--- config.mk ---
export PLATFORM = sky130hd
export DESIGN_NAME = fir_apb_master
export DESIGN_NICKNAME = d
export VERILOG_FILES = /design/src/rtl/fir_apb_master.sv
export SDC_FILE = /design/constraint.sdc
export NUM_CORES = 1
export LEC_CHECK = 0
export CAP_MARGIN = 25
export CORE_UTILIZATION = 44
export DETAILED_ROUTE_END_ITERATION = 6
export GPL_ROUTABILITY_DRIVEN = 0
export PLACE_DENSITY = 0.8
export SLEW_MARGIN = 20
export SYNTH_ARGS = -nofsm -noshare
export SYNTH_HDL_FRONTEND = slang
export SYNTH_SLANG_ARGS = --single-unit
--- constraint.sdc ---
create_clock -name clk -period 5.5 [get_ports clk]
set_input_delay 1.1 -clock clk [delete_from_list [all_inputs] [get_ports clk]]
set_output_delay 1.1 -clock clk [all_outputs]
set_load 0.01 [all_outputs]
--- src/rtl/fir_apb_master.sv ---
// APB initiator for the FIR configuration bus: turns single valid/ready commands
// into APB setup/access transfers and returns one response per transfer.
module fir_apb_master #(
  parameter int unsigned TIMEOUT = 255
) (
  input  logic        clk,
  input  logic        rst,
  input  logic        cmd_valid,
  output logic        cmd_ready,
  input  logic        cmd_write,
  input  logic [31:0] cmd_addr,
  input  logic [31:0] cmd_wdata,
  input  logic [3:0]  cmd_wstrb,
  output logic        rsp_valid,
  input  logic        rsp_ready,
  output logic [31:0] rsp_rdata,
  output logic        rsp_error,
  output logic        psel,
  output logic        penable,
  output logic        pwrite,
  output logic [31:0] paddr,
  output logic [31:0] pwdata,
  output logic [3:0]  pstrb,
  input  logic        pready,
  input  logic [31:0] prdata,
  output logic        busy,
  output logic [15:0] err_count
);

  typedef enum logic [1:0] {IDLE, SETUP, ACCESS, RESP} state_t;

  // The counter holds the number of completed wait cycles, so the TIMEOUT-th
  // ACCESS cycle is the one where it equals TIMEOUT-1.
  localparam logic [15:0] TMO_LAST = 16'(TIMEOUT - 1);

  state_t      state;
  logic [15:0] tmo_cnt;

  // NOTE: every register here, including the captured command fields, is reset
  // so the bus and response outputs are known the instant rst is asserted.
  always_ff @(posedge clk or posedge rst) begin
    if (rst) begin
      state     <= IDLE;
      cmd_ready <= 1'b1;
      rsp_valid <= 1'b0;
      rsp_rdata <= '0;
      rsp_error <= 1'b0;
      psel      <= 1'b0;
      penable   <= 1'b0;
      pwrite    <= 1'b0;
      paddr     <= '0;
      pwdata    <= '0;
      pstrb     <= '0;
      busy      <= 1'b0;
      err_count <= '0;
      tmo_cnt   <= '0;
    end else begin
      // NOTE: non-blocking assignments throughout so every output updates from
      // the same pre-edge state, matching the registered-output timing.
      case (state)
        IDLE: begin
          if (cmd_valid) begin
            state     <= SETUP;
            cmd_ready <= 1'b0;
            busy      <= 1'b1;
            psel      <= 1'b1;
            pwrite    <= cmd_write;
            paddr     <= cmd_addr;
            pwdata    <= cmd_write ? cmd_wdata : 32'h0;
            pstrb     <= cmd_write ? cmd_wstrb : 4'h0;
          end
        end

        SETUP: begin
          state   <= ACCESS;
          penable <= 1'b1;
          tmo_cnt <= '0;
        end

        ACCESS: begin
          // pready wins over the limit on the same cycle: that is a normal completion.
          if (pready || tmo_cnt == TMO_LAST) begin
            state     <= RESP;
            psel      <= 1'b0;
            penable   <= 1'b0;
            rsp_valid <= 1'b1;
            rsp_error <= ~pready;
            rsp_rdata <= (pready && !pwrite) ? prdata : 32'h0;
            if (!pready && err_count != 16'hFFFF)
              err_count <= err_count + 16'd1;
          end else begin
            tmo_cnt <= tmo_cnt + 16'd1;
          end
        end

        RESP: begin
          if (rsp_ready) begin
            state     <= IDLE;
            rsp_valid <= 1'b0;
            cmd_ready <= 1'b1;
            busy      <= 1'b0;
          end
        end

        default: state <= IDLE;
      endcase
    end
  end

endmodule

==> out/metrics.csv, run 1 <==
metric,value,unit
minimum clock period after layout,2.71,ns
met1 usage,0.275,
largest net degree at the start of global routing,111,
Syn-to-layout area delta,50.7,%
Crit-path slowest cell,clkdlybuf4s50_1,
Post-synth EDFFs,0,
Critical Path End Type,flop,
Crit Path Category,primary input to flop,
clock skew,0.00634,ns
outcome,"complete, no violations",
Tcrit/Tclk final,0.493,
dpl hpwl,10900,um
Worst EP required,5.79,ns
via count,4970,
# IOs,229,
relative slew slack,0.548,
Die Wd,119,um
CTS resizes,0,
met2 Use GR,0.372,
most frequent cells in the layout,"clkdlybuf4s50_1, nand2_1, dfrtp_1",
# nets final,906,
mux cell area share after synthesis,0.0758,
initial DRC count,345,
Post-Synth XOR/XNOR Area,0.0278,
CP startpoint kind,primary input,
adder-cell area share of the yosys netlist,0.0146,
number of distinct library cells after synthesis,42,
port bufs,228,
row count,42,
pwr dens,503,mW/mm^2
Final Util,0.682,
"Cell Chain, Critical Path","clkdlybuf4s50_1, nand2b_1, nor2_1, nand2b_4, nor4_2, mux2_1",
CP startpoint,pready,
Root Driver,clkbuf_16,
Synth Area per Inst,10.5,um^2
Worst Path Buf+Inv,1,
Sinks on Clock Net,141,
Critical Path Max Stage Delay,0.54,ns
clk slew on worst S/H paths,0.06,ns
layout cells sized above 1,0.103,
TNS Setup,0,ns
Post-synth top flop,dfrtp_1,
Max IR drop VDD,327,uV
mapped cell area,0.00600,mm^2
Critical Path AT,3.00,ns
via/cell ratio,5.06,
"most common cell after layout, fill and taps aside",clkdlybuf4s50_1,
"FFs w/ async S/R, synth",1.00,
# hold bufs at CTS,0,
drt total wl,15200,um
Top Family by Delay on Critical Path,simple AND/OR/NAND/NOR gates,
Residual DRC,0,
Mapped Cells,573,
Critical Path Fanout Max,7,
all-layer global routing usage,0.223,
register bit total from synthesis,141,
Mapped Nets,686,
Die ar.,0.0141,mm^2
fmax,369,MHz
grt total ovfl,0,
Synth Area in Simple Gates,0.186,
largest family of logic cells by synthesized area,simple AND/OR/NAND/NOR gates,
pre-CTS setup slack,2.41,ns
unrepaired setup endpoints after global routing,no,
H-tree level count,4,
total CTS buffers,17,
YS warnings,0,
Top Usage Layer GRT,met2,
met3 Resource Use GR,0.0512,
vias in the first global route,4758,
Bufs on Longest Clock Path,2,
antenna fix cells,0,
worst r2r src,state[0],
hold_sp,tmo_cnt[15],
Worst Tran Pin Value,0.676,ns
Initial Util,0.453,
number of setup buffers added after CTS,0,
first-pass GRT wire length,24700,um
max_cap viols,0,
CTS tree,yes,
Pins Over Slew Limit,0,
"Seq/Total Area, Yosys",0.589,
Final Hold Viols,0,
Synth Area in Compound Gates,0.0789,
1st-pass router iterations,4,
initial antenna violation count,0,
Die Y,119,um
clk_lat worst skew,0.41,ns
worst min path class,flop to flop,
Pleak,0.00393,uW
Antenna Nets Post-Route,0,
final worst slack,2.79,ns
core area,0.0132,mm^2
setup violators final,0,
DR WL/cell,15.5,um
[where the power goes]
group / total, uW / switching [uW] / internal, uW / leakage (uW)
Combinational: 1750 / 783 / 966 / 0.00183
Sequential: 1660 / 222 / 1440 / 0.00182
Clock: 1140 / 420 / 715 / 0.000285
Total: 4540 / 1420 / 3120 / 0.00393
[routing by layer]
layer / wire length, um / up-vias / part of all wire
met2: 7630 / 185 / 0.50
met1: 6240 / 2382 / 0.41
met5: 0 / - / 0
met3: 889 / 32 / 0.059
met4: 431 / 0 / 0.028
li1: - / 2371 / -
[worst reg2reg max path: cells and delay by family, from the launching register on]
kind	cells	cell delay, ns
simple gates	4	0.95
fa+ha+maj	1	0.44
flops	1	0.41
mux	1	0.35
buf+inv	1	0.10
[sequential cells by signal, indices dropped and copies added, names as in the netlist]
signal,cells
rsp_valid,1
pstrb,4
paddr,32
pwdata,32
tmo_cnt,16
pwrite,1
rsp_error,1
rsp_rdata,32
err_count,16
penable,1
busy,1
psel,1
state,2
cmd_ready,1
[cells by family after synthesis]
logic type,count (synthesis)
multiplexers,41
AO/OA/AOI/OAI,90
AND/OR/NAND/NOR,236
flip-flops,141
adder cells (fa/ha/maj),7
buffers and inverters,39
XOR/XNOR,19
[Yosys cell counts (all sizes together), types with 2 or more instances]
cell,instances,area share
nand4,11,0.011
xor2,6,0.0088
mux2,35,0.066
nand3,22,0.019
xnor2,13,0.019
nor2,14,0.0088
dfrtp,140,0.58
mux2i,6,0.010
nand2,155,0.097
o21ai,78,0.066
a21oi,6,0.0050
nand2b,5,0.0065
inv,9,0.0056
and4,2,0.0033
buf,9,0.0092
a21o,2,0.0025
nor2b,3,0.0031
clkbuf,21,0.013
nor4,4,0.011
nor3b,4,0.0050
and3,6,0.0063
ha,7,0.015
nor3,5,0.0061
[worst paths after layout]
kind,endpoint,slack [ns],cells past startpoint
max,err_count[15],2.79,6
min,tmo_cnt[15],0.47,1
max reg2reg,err_count[15],3.13,7
min reg2reg,tmo_cnt[15],0.47,1
max in group asynchronous,cmd_ready,3.59,3
min in group asynchronous,paddr[31],1.10,2
[metrics by stage]
stage / total power [uW] / hold slack, ns / area (um^2) / instances
2_1_floorplan: 2400 / 0.438 / 6000 / 573
3_3_place_gp: 3360 / 0.462 / 8400 / 949
3_5_place_dp: 3430 / 0.470 / 8400 / 949
4_1_cts: 4580 / 0.478 / 9000 / 981
5_1_grt: 4810 / 0.497 / 9040 / 982
6_report: 4540 / 0.473 / 9040 / 982
[cell type report]
cell class,count,area (um^2)
Fill cell,1005,4210
Sequential cell,141,3530
Multi-Input combinational cell,393,2330
Timing Repair Buffer,231,2320
Clock buffer,23,488
Tap cell,176,220
Clock inverter,9,110
Inverter,9,38.8
No activity file was read; power rests on OpenSTA's default activity.
==> inputs of run 2 (changes only) <==
==> constraint.sdc (replaced) <==
create_clock -name clk -period 2.7 [get_ports clk]
set_input_delay 0.54 -clock clk [delete_from_list [all_inputs] [get_ports clk]]
set_output_delay 0.54 -clock clk [all_outputs]
set_load 0.01 [all_outputs]
==> out/metrics.csv, run 2 (synthesized netlist as in run 1, its figures left out) <==
metric,value,unit,change
antenna fix cells,0,,unchanged
Tcrit/Tclk final,0.847,,
hold_sp,tmo_cnt[15],,
port bufs,228,,unchanged
Worst Tran Pin Value,0.576,ns,-0.0998 ns
Critical Path AT,2.55,ns,-0.45 ns
clk slew on worst S/H paths,0.06,ns,about the same
Max IR drop VDD,603,uV,+84%
largest net degree at the start of global routing,67,,-40%
worst r2r src,tmo_cnt[0],,
Worst EP required,2.96,ns,-2.83 ns
Pwr Total,9520,uW,+110%
total CTS buffers,17,,unchanged
all-layer global routing usage,0.239,,+0.0156
worst min path class,flop to flop,,
"most common cell after layout, fill and taps aside",clkdlybuf4s50_1,,
pwr dens,1040,mW/mm^2,+110%
Residual DRC,0,,unchanged
core area,0.0132,mm^2,unchanged
Die Wd,119,um,unchanged
Top Registers,"paddr (32), pwdata (32), rsp_rdata (32)",,
Pins Over Slew Limit,0,,unchanged
drt total wl,16100,um,+6.0%
Root Driver,clkbuf_16,,
Initial Util,0.453,,unchanged
via count,5060,,+1.8%
row count,42,,unchanged
CP startpoint kind,flop,,
via/cell ratio,5.11,,+0.99%
first-pass GRT wire length,26400,um,+7.0%
layout cells sized above 1,0.112,,+0.00882
unrepaired setup endpoints after global routing,no,,
initial DRC count,294,,-15%
# hold bufs at CTS,0,,unchanged
initial antenna violation count,0,,unchanged
Syn-to-layout area delta,52.7,%,
Critical Path Fanout Max,66,,+59
Final Hold Viols,0,,unchanged
grt total ovfl,0,,unchanged
Sinks on Clock Net,141,,unchanged
Multi-input gate area,0.00232,mm^2,-0.59%
H-tree level count,4,,unchanged
fillers,963,,-4.2%
Crit Path Category,flop to flop,,
CP startpoint,tmo_cnt[0],,
1st-pass router iterations,4,,unchanged
DR WL/cell,16.3,um,+5.2%
vias in the first global route,5200,,+9.3%
relative slew slack,0.616,,+0.0675
Register Area,0.00353,mm^2,unchanged
non-filler instance count after layout,990,,+0.81%
clk_lat worst skew,0.41,ns,about the same
final worst slack,0.412,ns,-2.38 ns
Die Y,119,um,unchanged
setup violators final,0,,unchanged
Antenna Nets Post-Route,0,,unchanged
placed instance area,0.00852,mm^2,+1.4%
dpl hpwl,11700,um,+7.3%
clock skew,0.00559,ns,-0.000754 ns
CTS resizes,0,,unchanged
"Design Area, Final",0.00915,mm^2,+1.3%
CTS tree,yes,,
Pleak,0.00400,uW,+1.8%
Bufs on Longest Clock Path,2,,unchanged
Die ar.,0.0141,mm^2,unchanged
Critical Path End Type,flop,,
number of setup buffers added after CTS,0,,unchanged
minimum clock period after layout,2.29,ns,
pre-CTS setup slack,0.324,ns,-2.09 ns
most frequent cells in the layout,"clkdlybuf4s50_1, nand2_1, dfrtp_1",,
# IOs,229,,unchanged
outcome,"complete, no violations",,
max_cap viols,0,,unchanged
# nets final,914,,+0.88%
placed cell count,958,,+0.95%
TNS Setup,0,ns,unchanged
fmax,437,MHz,
-- run 2: power breakdown --
group          switching [uW]  total (uW)  internal [uW]  leakage, uW
combinational            1650        3670           2020      0.00188
sequential                453        3380           2920      0.00182
clock                     865        2480           1610     0.000309
total                    2970        9520           6560      0.00400
-- run 2: worst max-delay path: stages (launching register included) --
cell and delay [ns]:
dfrtp_1 0.44, inv_1 0.08, ha_1 0.21, nor4b_2 0.17, and4_1 0.33, o21ai_4 0.16
buf_4 0.48, o21ai_0 0.23
-- run 2: path summary, 6_finish.rpt --
path / slack [ns] / depth (start not counted) / end
setup / recovery: 0.41 / 7 / rsp_rdata[16]
hold / removal: 0.48 / 1 / tmo_cnt[15]
setup reg to reg: 0.41 / 7 / rsp_rdata[16]
hold reg to reg: 0.48 / 1 / tmo_cnt[15]
max in group asynchronous: 1.50 / 3 / pwdata[1]
min in group asynchronous: 0.53 / 2 / rsp_rdata[13]
-- run 2: cell type report --
class                   count  area share
repair buffers            239       0.264
inverters                   9     0.00410
flip-flops and latches    141       0.386
clock inverters            11      0.0179
clock buffers              21      0.0514
multi-input cells         393       0.253
well taps                 176      0.0241
-- run 2: routing by layer --
layer,routed length [um],vias to the layer above,share of wire,GRT usage
met4,435,0,0.027,0.102
met5,0,-,0,0
met3,958,33,0.059,0.0531
li1,-,2384,-,-
met2,8280,189,0.51,0.412
met1,6430,2454,0.40,0.285
-- run 2: through the flow --
stage          hold WS, ns  utilization
6_report             0.476        0.691
5_1_grt              0.504        0.691
4_1_cts              0.479        0.691
3_5_place_dp         0.470        0.643
3_3_place_gp         0.460        0.643
2_1_floorplan        0.438            -
